==> src/rtl/pe_feeder_if.sv <==
// pe_feeder_if: buffer-write, config/control and PE beat signals of the feeder.
interface pe_feeder_if #(
    parameter int DATA_W = 16,
    parameter int S_MAX  = 8,
    parameter int W_MAX  = 32
);
    localparam int SA = $clog2(S_MAX);
    localparam int IA = $clog2(W_MAX);
    logic              wt_wr_en;
    logic [SA-1:0]     wt_wr_addr;
    logic [DATA_W-1:0] wt_wr_data;
    logic              img_wr_en;
    logic [IA-1:0]     img_wr_addr;
    logic [DATA_W-1:0] img_wr_data;
    logic [SA:0]       cfg_s;
    logic [IA:0]       cfg_w;
    logic              start;
    logic              hold;
    logic [DATA_W-1:0] image_val;
    logic              image_en;
    logic [DATA_W-1:0] weight_val;
    logic              weight_en;
    logic              psum_clear;
    logic              window_last;
    logic              busy;
    logic              done;
    logic              cfg_err;
    modport master (
        output wt_wr_en, wt_wr_addr, wt_wr_data, img_wr_en, img_wr_addr, img_wr_data,
        output cfg_s, cfg_w, start, hold,
        input  image_val, image_en, weight_val, weight_en, psum_clear, window_last,
        input  busy, done, cfg_err
    );
    modport slave (
        input  wt_wr_en, wt_wr_addr, wt_wr_data, img_wr_en, img_wr_addr, img_wr_data,
        input  cfg_s, cfg_w, start, hold,
        output image_val, image_en, weight_val, weight_en, psum_clear, window_last,
        output busy, done, cfg_err
    );
endinterface

==> src/rtl/pe_feeder.sv <==
// pe_feeder: streams 1-D convolution (image, weight) beats from tap/row buffers to a PE.
// FEEDER_ZERO_SKIP_EN: zero image values drop image_en so the PE forwards psum.
module pe_feeder #(
    parameter int DATA_W = 16,
    parameter int S_MAX  = 8,
    parameter int W_MAX  = 32
) (
    input logic        clk,
    input logic        rst,
    pe_feeder_if.slave bus
);
    localparam int SA = $clog2(S_MAX);
    localparam int IA = $clog2(W_MAX);
    localparam int CW = (SA > IA ? SA : IA) + 1;
    typedef enum logic [1:0] {IDLE, RUN, DONE} state_t;
    state_t            st;
    logic [DATA_W-1:0] wt  [S_MAX];
    logic [DATA_W-1:0] img [W_MAX];
    logic [CW-1:0]     o, s, sl, wl;
    logic [CW-1:0]     ns, nw, bo, bs, ls, lw;
    logic [IA-1:0]     idx;
    logic [DATA_W-1:0] iv, wv;
    logic              fin, cfg_ok, go, s_last, e_last, nz;
    // In IDLE the beat emitted on start is (0,0) of the incoming config.
    always_comb begin
        ns     = CW'(bus.cfg_s);
        nw     = CW'(bus.cfg_w);
        cfg_ok = ns != '0 && ns <= nw && ns <= CW'(S_MAX) && nw <= CW'(W_MAX);
        bo     = st == RUN ? o : '0;
        bs     = st == RUN ? s : '0;
        ls     = st == RUN ? sl : ns;
        lw     = st == RUN ? wl : nw;
        s_last = bs == ls - 1'b1;
        e_last = bo == lw - ls;
        idx    = IA'(bo + bs);
        iv     = img[idx];
        wv     = wt[bs[SA-1:0]];
`ifdef FEEDER_ZERO_SKIP_EN
        nz     = iv != '0;
`else
        nz     = 1'b1;
`endif
        go     = (st == IDLE && bus.start && cfg_ok) || (st == RUN && !bus.hold && !fin);
    end
    always_ff @(posedge clk) begin
        if (st == IDLE && bus.wt_wr_en && {1'b0, bus.wt_wr_addr} < (SA+1)'(S_MAX))
            wt[bus.wt_wr_addr] <= bus.wt_wr_data;
        if (st == IDLE && bus.img_wr_en && {1'b0, bus.img_wr_addr} < (IA+1)'(W_MAX))
            img[bus.img_wr_addr] <= bus.img_wr_data;
    end
    always_ff @(posedge clk) begin
        if (rst) begin
            st              <= IDLE;
            o               <= '0;
            s               <= '0;
            sl              <= '0;
            wl              <= '0;
            fin             <= 1'b0;
            bus.image_val   <= '0;
            bus.weight_val  <= '0;
            bus.image_en    <= 1'b0;
            bus.weight_en   <= 1'b0;
            bus.psum_clear  <= 1'b0;
            bus.window_last <= 1'b0;
            bus.busy        <= 1'b0;
            bus.done        <= 1'b0;
            bus.cfg_err     <= 1'b0;
        end else begin
            bus.image_en    <= 1'b0;
            bus.weight_en   <= 1'b0;
            bus.psum_clear  <= 1'b0;
            bus.window_last <= 1'b0;
            bus.done        <= 1'b0;
            bus.cfg_err     <= 1'b0;
            case (st)
                IDLE: begin
                    bus.cfg_err <= bus.start && !cfg_ok;
                    if (bus.start && cfg_ok) begin
                        st       <= RUN;
                        bus.busy <= 1'b1;
                        sl       <= ns;
                        wl       <= nw;
                    end
                end
                RUN: if (!bus.hold && fin) begin
                    st       <= DONE;
                    bus.done <= 1'b1;
                end
                DONE: begin
                    st       <= IDLE;
                    bus.busy <= 1'b0;
                end
                default: st <= IDLE;
            endcase
            if (go) begin
                if (nz) bus.image_val <= iv;
                bus.image_en    <= nz;
                bus.weight_val  <= wv;
                bus.weight_en   <= 1'b1;
                bus.psum_clear  <= bs == '0;
                bus.window_last <= s_last;
                s               <= s_last ? '0 : bs + 1'b1;
                o               <= s_last ? bo + 1'b1 : bo;
                fin             <= s_last && e_last;
            end
        end
    end
endmodule
==> src/flat_wrapper.sv <==
// flat-port wrapper written by rule: the top's interface ports become plain ports
module pe_feeder_flat 
#(
    parameter int DATA_W = 16,
    parameter int S_MAX  = 8,
    parameter int W_MAX  = 32
)
  (clk, rst, bus_wt_wr_en, bus_wt_wr_addr, bus_wt_wr_data, bus_img_wr_en, bus_img_wr_addr, bus_img_wr_data, bus_cfg_s, bus_cfg_w, bus_start, bus_hold, bus_image_val, bus_image_en, bus_weight_val, bus_weight_en, bus_psum_clear, bus_window_last, bus_busy, bus_done, bus_cfg_err);
  pe_feeder_if #(.DATA_W(DATA_W), .S_MAX(S_MAX), .W_MAX(W_MAX)) bus_i ();
  input logic clk;
  input logic rst;
  input wire logic [$bits(bus_i.wt_wr_en)-1:0] bus_wt_wr_en;
  input wire logic [$bits(bus_i.wt_wr_addr)-1:0] bus_wt_wr_addr;
  input wire logic [$bits(bus_i.wt_wr_data)-1:0] bus_wt_wr_data;
  input wire logic [$bits(bus_i.img_wr_en)-1:0] bus_img_wr_en;
  input wire logic [$bits(bus_i.img_wr_addr)-1:0] bus_img_wr_addr;
  input wire logic [$bits(bus_i.img_wr_data)-1:0] bus_img_wr_data;
  input wire logic [$bits(bus_i.cfg_s)-1:0] bus_cfg_s;
  input wire logic [$bits(bus_i.cfg_w)-1:0] bus_cfg_w;
  input wire logic [$bits(bus_i.start)-1:0] bus_start;
  input wire logic [$bits(bus_i.hold)-1:0] bus_hold;
  output wire logic [$bits(bus_i.image_val)-1:0] bus_image_val;
  output wire logic [$bits(bus_i.image_en)-1:0] bus_image_en;
  output wire logic [$bits(bus_i.weight_val)-1:0] bus_weight_val;
  output wire logic [$bits(bus_i.weight_en)-1:0] bus_weight_en;
  output wire logic [$bits(bus_i.psum_clear)-1:0] bus_psum_clear;
  output wire logic [$bits(bus_i.window_last)-1:0] bus_window_last;
  output wire logic [$bits(bus_i.busy)-1:0] bus_busy;
  output wire logic [$bits(bus_i.done)-1:0] bus_done;
  output wire logic [$bits(bus_i.cfg_err)-1:0] bus_cfg_err;
  assign bus_i.wt_wr_en = bus_wt_wr_en;
  assign bus_i.wt_wr_addr = bus_wt_wr_addr;
  assign bus_i.wt_wr_data = bus_wt_wr_data;
  assign bus_i.img_wr_en = bus_img_wr_en;
  assign bus_i.img_wr_addr = bus_img_wr_addr;
  assign bus_i.img_wr_data = bus_img_wr_data;
  assign bus_i.cfg_s = bus_cfg_s;
  assign bus_i.cfg_w = bus_cfg_w;
  assign bus_i.start = bus_start;
  assign bus_i.hold = bus_hold;
  assign bus_image_val = bus_i.image_val;
  assign bus_image_en = bus_i.image_en;
  assign bus_weight_val = bus_i.weight_val;
  assign bus_weight_en = bus_i.weight_en;
  assign bus_psum_clear = bus_i.psum_clear;
  assign bus_window_last = bus_i.window_last;
  assign bus_busy = bus_i.busy;
  assign bus_done = bus_i.done;
  assign bus_cfg_err = bus_i.cfg_err;
  pe_feeder #(.DATA_W(DATA_W), .S_MAX(S_MAX), .W_MAX(W_MAX)) u_core (.clk(clk), .rst(rst), .bus(bus_i));
endmodule
==> config.mk <==
export PLATFORM = sky130hd
export DESIGN_NAME = pe_feeder_flat
export DESIGN_NICKNAME = d
export VERILOG_FILES = /design/src/rtl/pe_feeder_if.sv /design/src/rtl/pe_feeder.sv /design/src/flat_wrapper.sv
export SDC_FILE = /design/constraint.sdc
export NUM_CORES = 1
export LEC_CHECK = 0
export BUFFER_PORTS_ARGS = -buffer_cell sky130_fd_sc_hd__buf_4
export CORE_MARGIN = 8
export CORE_UTILIZATION = 25
export DETAILED_ROUTE_END_ITERATION = 12
export SLEW_MARGIN = 10
export SYNTH_ARGS = -nofsm -noshare
export SYNTH_HDL_FRONTEND = slang
export SYNTH_SLANG_ARGS = --single-unit
==> constraint.sdc <==
create_clock -name clk -period 7.35 [get_ports clk]
set_clock_uncertainty 0.05 [all_clocks]
set_input_delay 1.47 -clock clk [delete_from_list [all_inputs] [get_ports clk]]
set_output_delay 1.47 -clock clk [all_outputs]
set_load 0.01 [all_outputs]
==> metrics.md <==
| Metric | Value |
|---|---|
| Post-CTS Setup Inserts | 0 |
| CTS-repair resized insts | 0 |
| Maximum buffer depth of the clock tree | 3 |
| Max-Cap Viols | 0 |
| First-pass iteration count of the detailed router | 5 |
| Leakage Power | roughly 0.01 µW |
| Post-layout min period | ~4700 ps |
| Worst path required time | just under 8000 ps |
| Number of port buffers | 94 |
| Insertion delay of the later-clocked pin in the worst-skew pair | 600 ps |
| Biggest cell delay along the critical path | 1660 ps |
| Worst voltage drop across the vdd grid | 0.215 mV |
| Hold Buf Count CTS | 0 |
| Vias after detailed routing | ~15000 |
| Total global routing track utilization | 0.109 |
| Root Driver | sky130_fd_sc_hd__clkbuf_16 |
| Slew of the pin with the lowest slew margin | 1230 ps |
| Boundary Pins | between 90 and 100 |
| Type of element capturing the critical path | register |
| Pin count of the biggest net entering global routing | 89 |
| Count of nets after finishing | about 1700 |
| Depth of the worst hold-timing path | 2 |
| Remaining routing DRC violations | 0 |
| Clock tree from TritonCTS | built |
| Post-synthesis cell count | roughly 1500 |
| Total power per unit cell area | about 250 mW/mm² |
| Drt via density | 4.58 |
| Result of the run | complete, no violations |
| Worst Setup Start Kind | register |
| Arrival time of the worst setup path | roughly 5100 ps |
| Area of the die | 0.122 mm² |
| Unrepaired setup endpoints after global routing | false |
| Total nets after synthesis | 1603 |
| Synthesized area | 0.0277 mm² |
| Commonest non-fill, non-tap cells in the layout | sky130_fd_sc_hd__edfxtp_1, sky130_fd_sc_hd__mux4_2, sky130_fd_sc_hd__nand2_1 |
| Slowest-stage cell, CP | sky130_fd_sc_hd__fa_4 |
| Worst Path Max Fanout | 71 |
| Mean Syn Cell Area | between 15 and 20 µm² |
| Reg2Reg Launch Point | u_core.st[0] |
| Final Routed Wirelength | 68000 µm |
| Warnings from Yosys | 0 |
| Async set or reset register ratio after synthesis | 0 |
| Number of synthesized flops with an enable pin | 640 |
| Count of final setup violators | 0 |
| Share of the clock period used by the worst path | 0.646 |
| Row Count | 122 |
| Width of the chip | roughly 350 µm |
| Upper clock frequency limit | roughly 0.21 GHz |
| Startpoint of the lowest-slack hold path | u_core.wl[3] |
| First-pass GRT wire length | 99900 µm |
| Final estimated routing congestion in global placement | ~0.75 |
| Synthesis-to-layout area growth | 18.1% |
| Synthesis-stage register bit count | around 700 |
| Clock transition at the registers of the reported paths | ~60 ps |
| Violation count after the first detailed-routing iteration | roughly 1500 |
| Critical path start-end classification | reg -> reg |
| Aggregate global routing overflow | 0 |
| Initial core utilization | 0.251 |
| Most common library cell in the layout ignoring fill and taps | sky130_fd_sc_hd__edfxtp_1 |
| Final-report max-slew violation count | 0 |
| Total number of H-tree levels | 3 |
| Share of the yosys chip area belonging to registers | 0.738 |
| Sinks on Clock Net | between 700 and 800 |
| Worst hold-check path type | reg -> reg |
| Worst Hold End | u_core.wl[3] |
| Post-detail-place hpwl | about 40000 µm |
| Per-cell routed wire length | about 21 µm |
| Total core area | around 0.11 mm² |
| Hold Vio Cnt, Final | 0 |
| Antenna-violating nets left | 0 |
| Slew headroom | 0.179 |
| Number of distinct standard cells referenced by the synthesized netlist | between 50 and 60 |
| Reg2Reg Setup Slack | 2610 ps |
| Placed cell count | 3076 |
| Filler-free cell count of the finished design | 3205 |
| Antenna violations before repair | 8 |
| Die height | approximately 350 µm |
| Setup total negative slack | 0 ps |
| Total CTS buffers | 69 |
| Number of global-route vias before repair | 15100 |
| Share of final-layout standard cells stronger than drive strength 1 | 0.257 |
| Worst reg2reg path endpoint | u_core.bus.image_val[5] |
| Number of fill cells | 10800 |
| Crit-path cells | nor2b_1 > buf_4 > nand2_1 > inv_2 > fa_4 > buf_4 > mux4_2 > mux4_2 > nand2_1 > a311oi_1 |
| R2R depth | 10 |
| Most used DFF post-synth | sky130_fd_sc_hd__edfxtp_1 |
Yosys cell counts, drive strengths merged, types with 16 or more instances:
cell type,n,area share
edfxtp,640,0.69
mux4,158,0.13
nand2,156,0.021
nor2,93,0.013
dfxtp,63,0.045
clkbuf,59,0.0080
a311oi,31,0.0098
nor3,30,0.0054
buf,29,0.0052
a21oi,27,0.0049
o21ai,27,0.0049
and3,17,0.0038
mux2,17,0.0069
o22ai,17,0.0038
a211oi,16,0.0043
ha,16,0.0072
cell families after synthesis:
kind of cell | Yosys count | synth area share
AOI/OAI and AO/OA | 149 | 0.0364
and+or+nand+nor | 352 | 0.0562
xor gates and xnor gates | 22 | 0.00722
muxes | 184 | 0.138
DFF | 703 | 0.738
buffers and inverters | 101 | 0.0149
adders and majority gates | 18 | 0.00866
area by class of cell:
class / count / area, µm² / share of cell area
flip-flops and latches: 703 / 20500 / 0.625
multi-input cells: 725 / 6970 / 0.213
clock buffers: 97 / 1970 / 0.0600
well taps: 1488 / 1860 / 0.0568
repair buffers: 147 / 1120 / 0.0341
clock inverters: 29 / 322 / 0.00981
inverters: 13 / 48.8 / 0.00149
diodes: 3 / 7.51 / 0.000229
power breakdown:
group	internal, µW	leakage, µW	switching, µW
clock	2090	0.00111	1480
sequential	4410	0.00629	23.2
combinational	121	0.00281	217
total	6620	0.0102	1720
registers in the layout, indices dropped and copies added (netlist names), 2 cells and up:
signal                 flops
u_core.bus.image_val      16
u_core.bus.weight_val     16
u_core.img               512
u_core.o                   6
u_core.s                   6
u_core.sl                  4
u_core.st                  2
u_core.wl                  6
u_core.wt                128
layer usage:
layer / vias up / track usage / wire length (µm)
met5: - / 0 / 55
met2: 497 / 0.174 / 32100
li1: 6386 / - / -
met4: 8 / 0.0241 / 1270
met3: 107 / 0.0328 / 5870
met1: 7689 / 0.145 / 28800
metrics by stage:
stage	worst slack, ps	total power (µW)	instance area (µm²)	utilization	hold slack, ps
2_1_floorplan	3620	4680	27700	-	386
3_3_place_gp	2650	4850	30500	0.276	398
3_5_place_dp	2580	4870	30500	0.276	407
4_1_cts	2570	8420	32800	0.297	415
5_1_grt	2420	8590	32800	0.297	436
6_report	2610	8350	32800	0.297	414
critical path: cells and delay by family (launching register included):
family | cells | cell delay [ps]
adder cells (fa/ha/maj) | 1 | 1660
buffers and inverters | 3 | 1040
multiplexers | 2 | 910
AND/OR/NAND/NOR | 3 | 360
flip-flops | 1 | 330
AO/OA/AOI/OAI | 1 | 100
how the worst max path moves through the flow:
stage,startpoint,endpoint,slack (ps),depth (start not counted)
after floorplan,u_core.st[0],u_core.bus.image_val[2],3620,13
after global placement,u_core.st[0],u_core.bus.image_val[5],2650,10
after detailed placement,u_core.st[0],u_core.bus.image_val[5],2580,10
after CTS,u_core.st[0],u_core.bus.image_val[5],2570,10
after global routing,u_core.st[0],u_core.bus.image_val[5],2420,10
final,u_core.st[0],u_core.bus.image_val[5],2610,10
(Power assumes the default switching activity.)
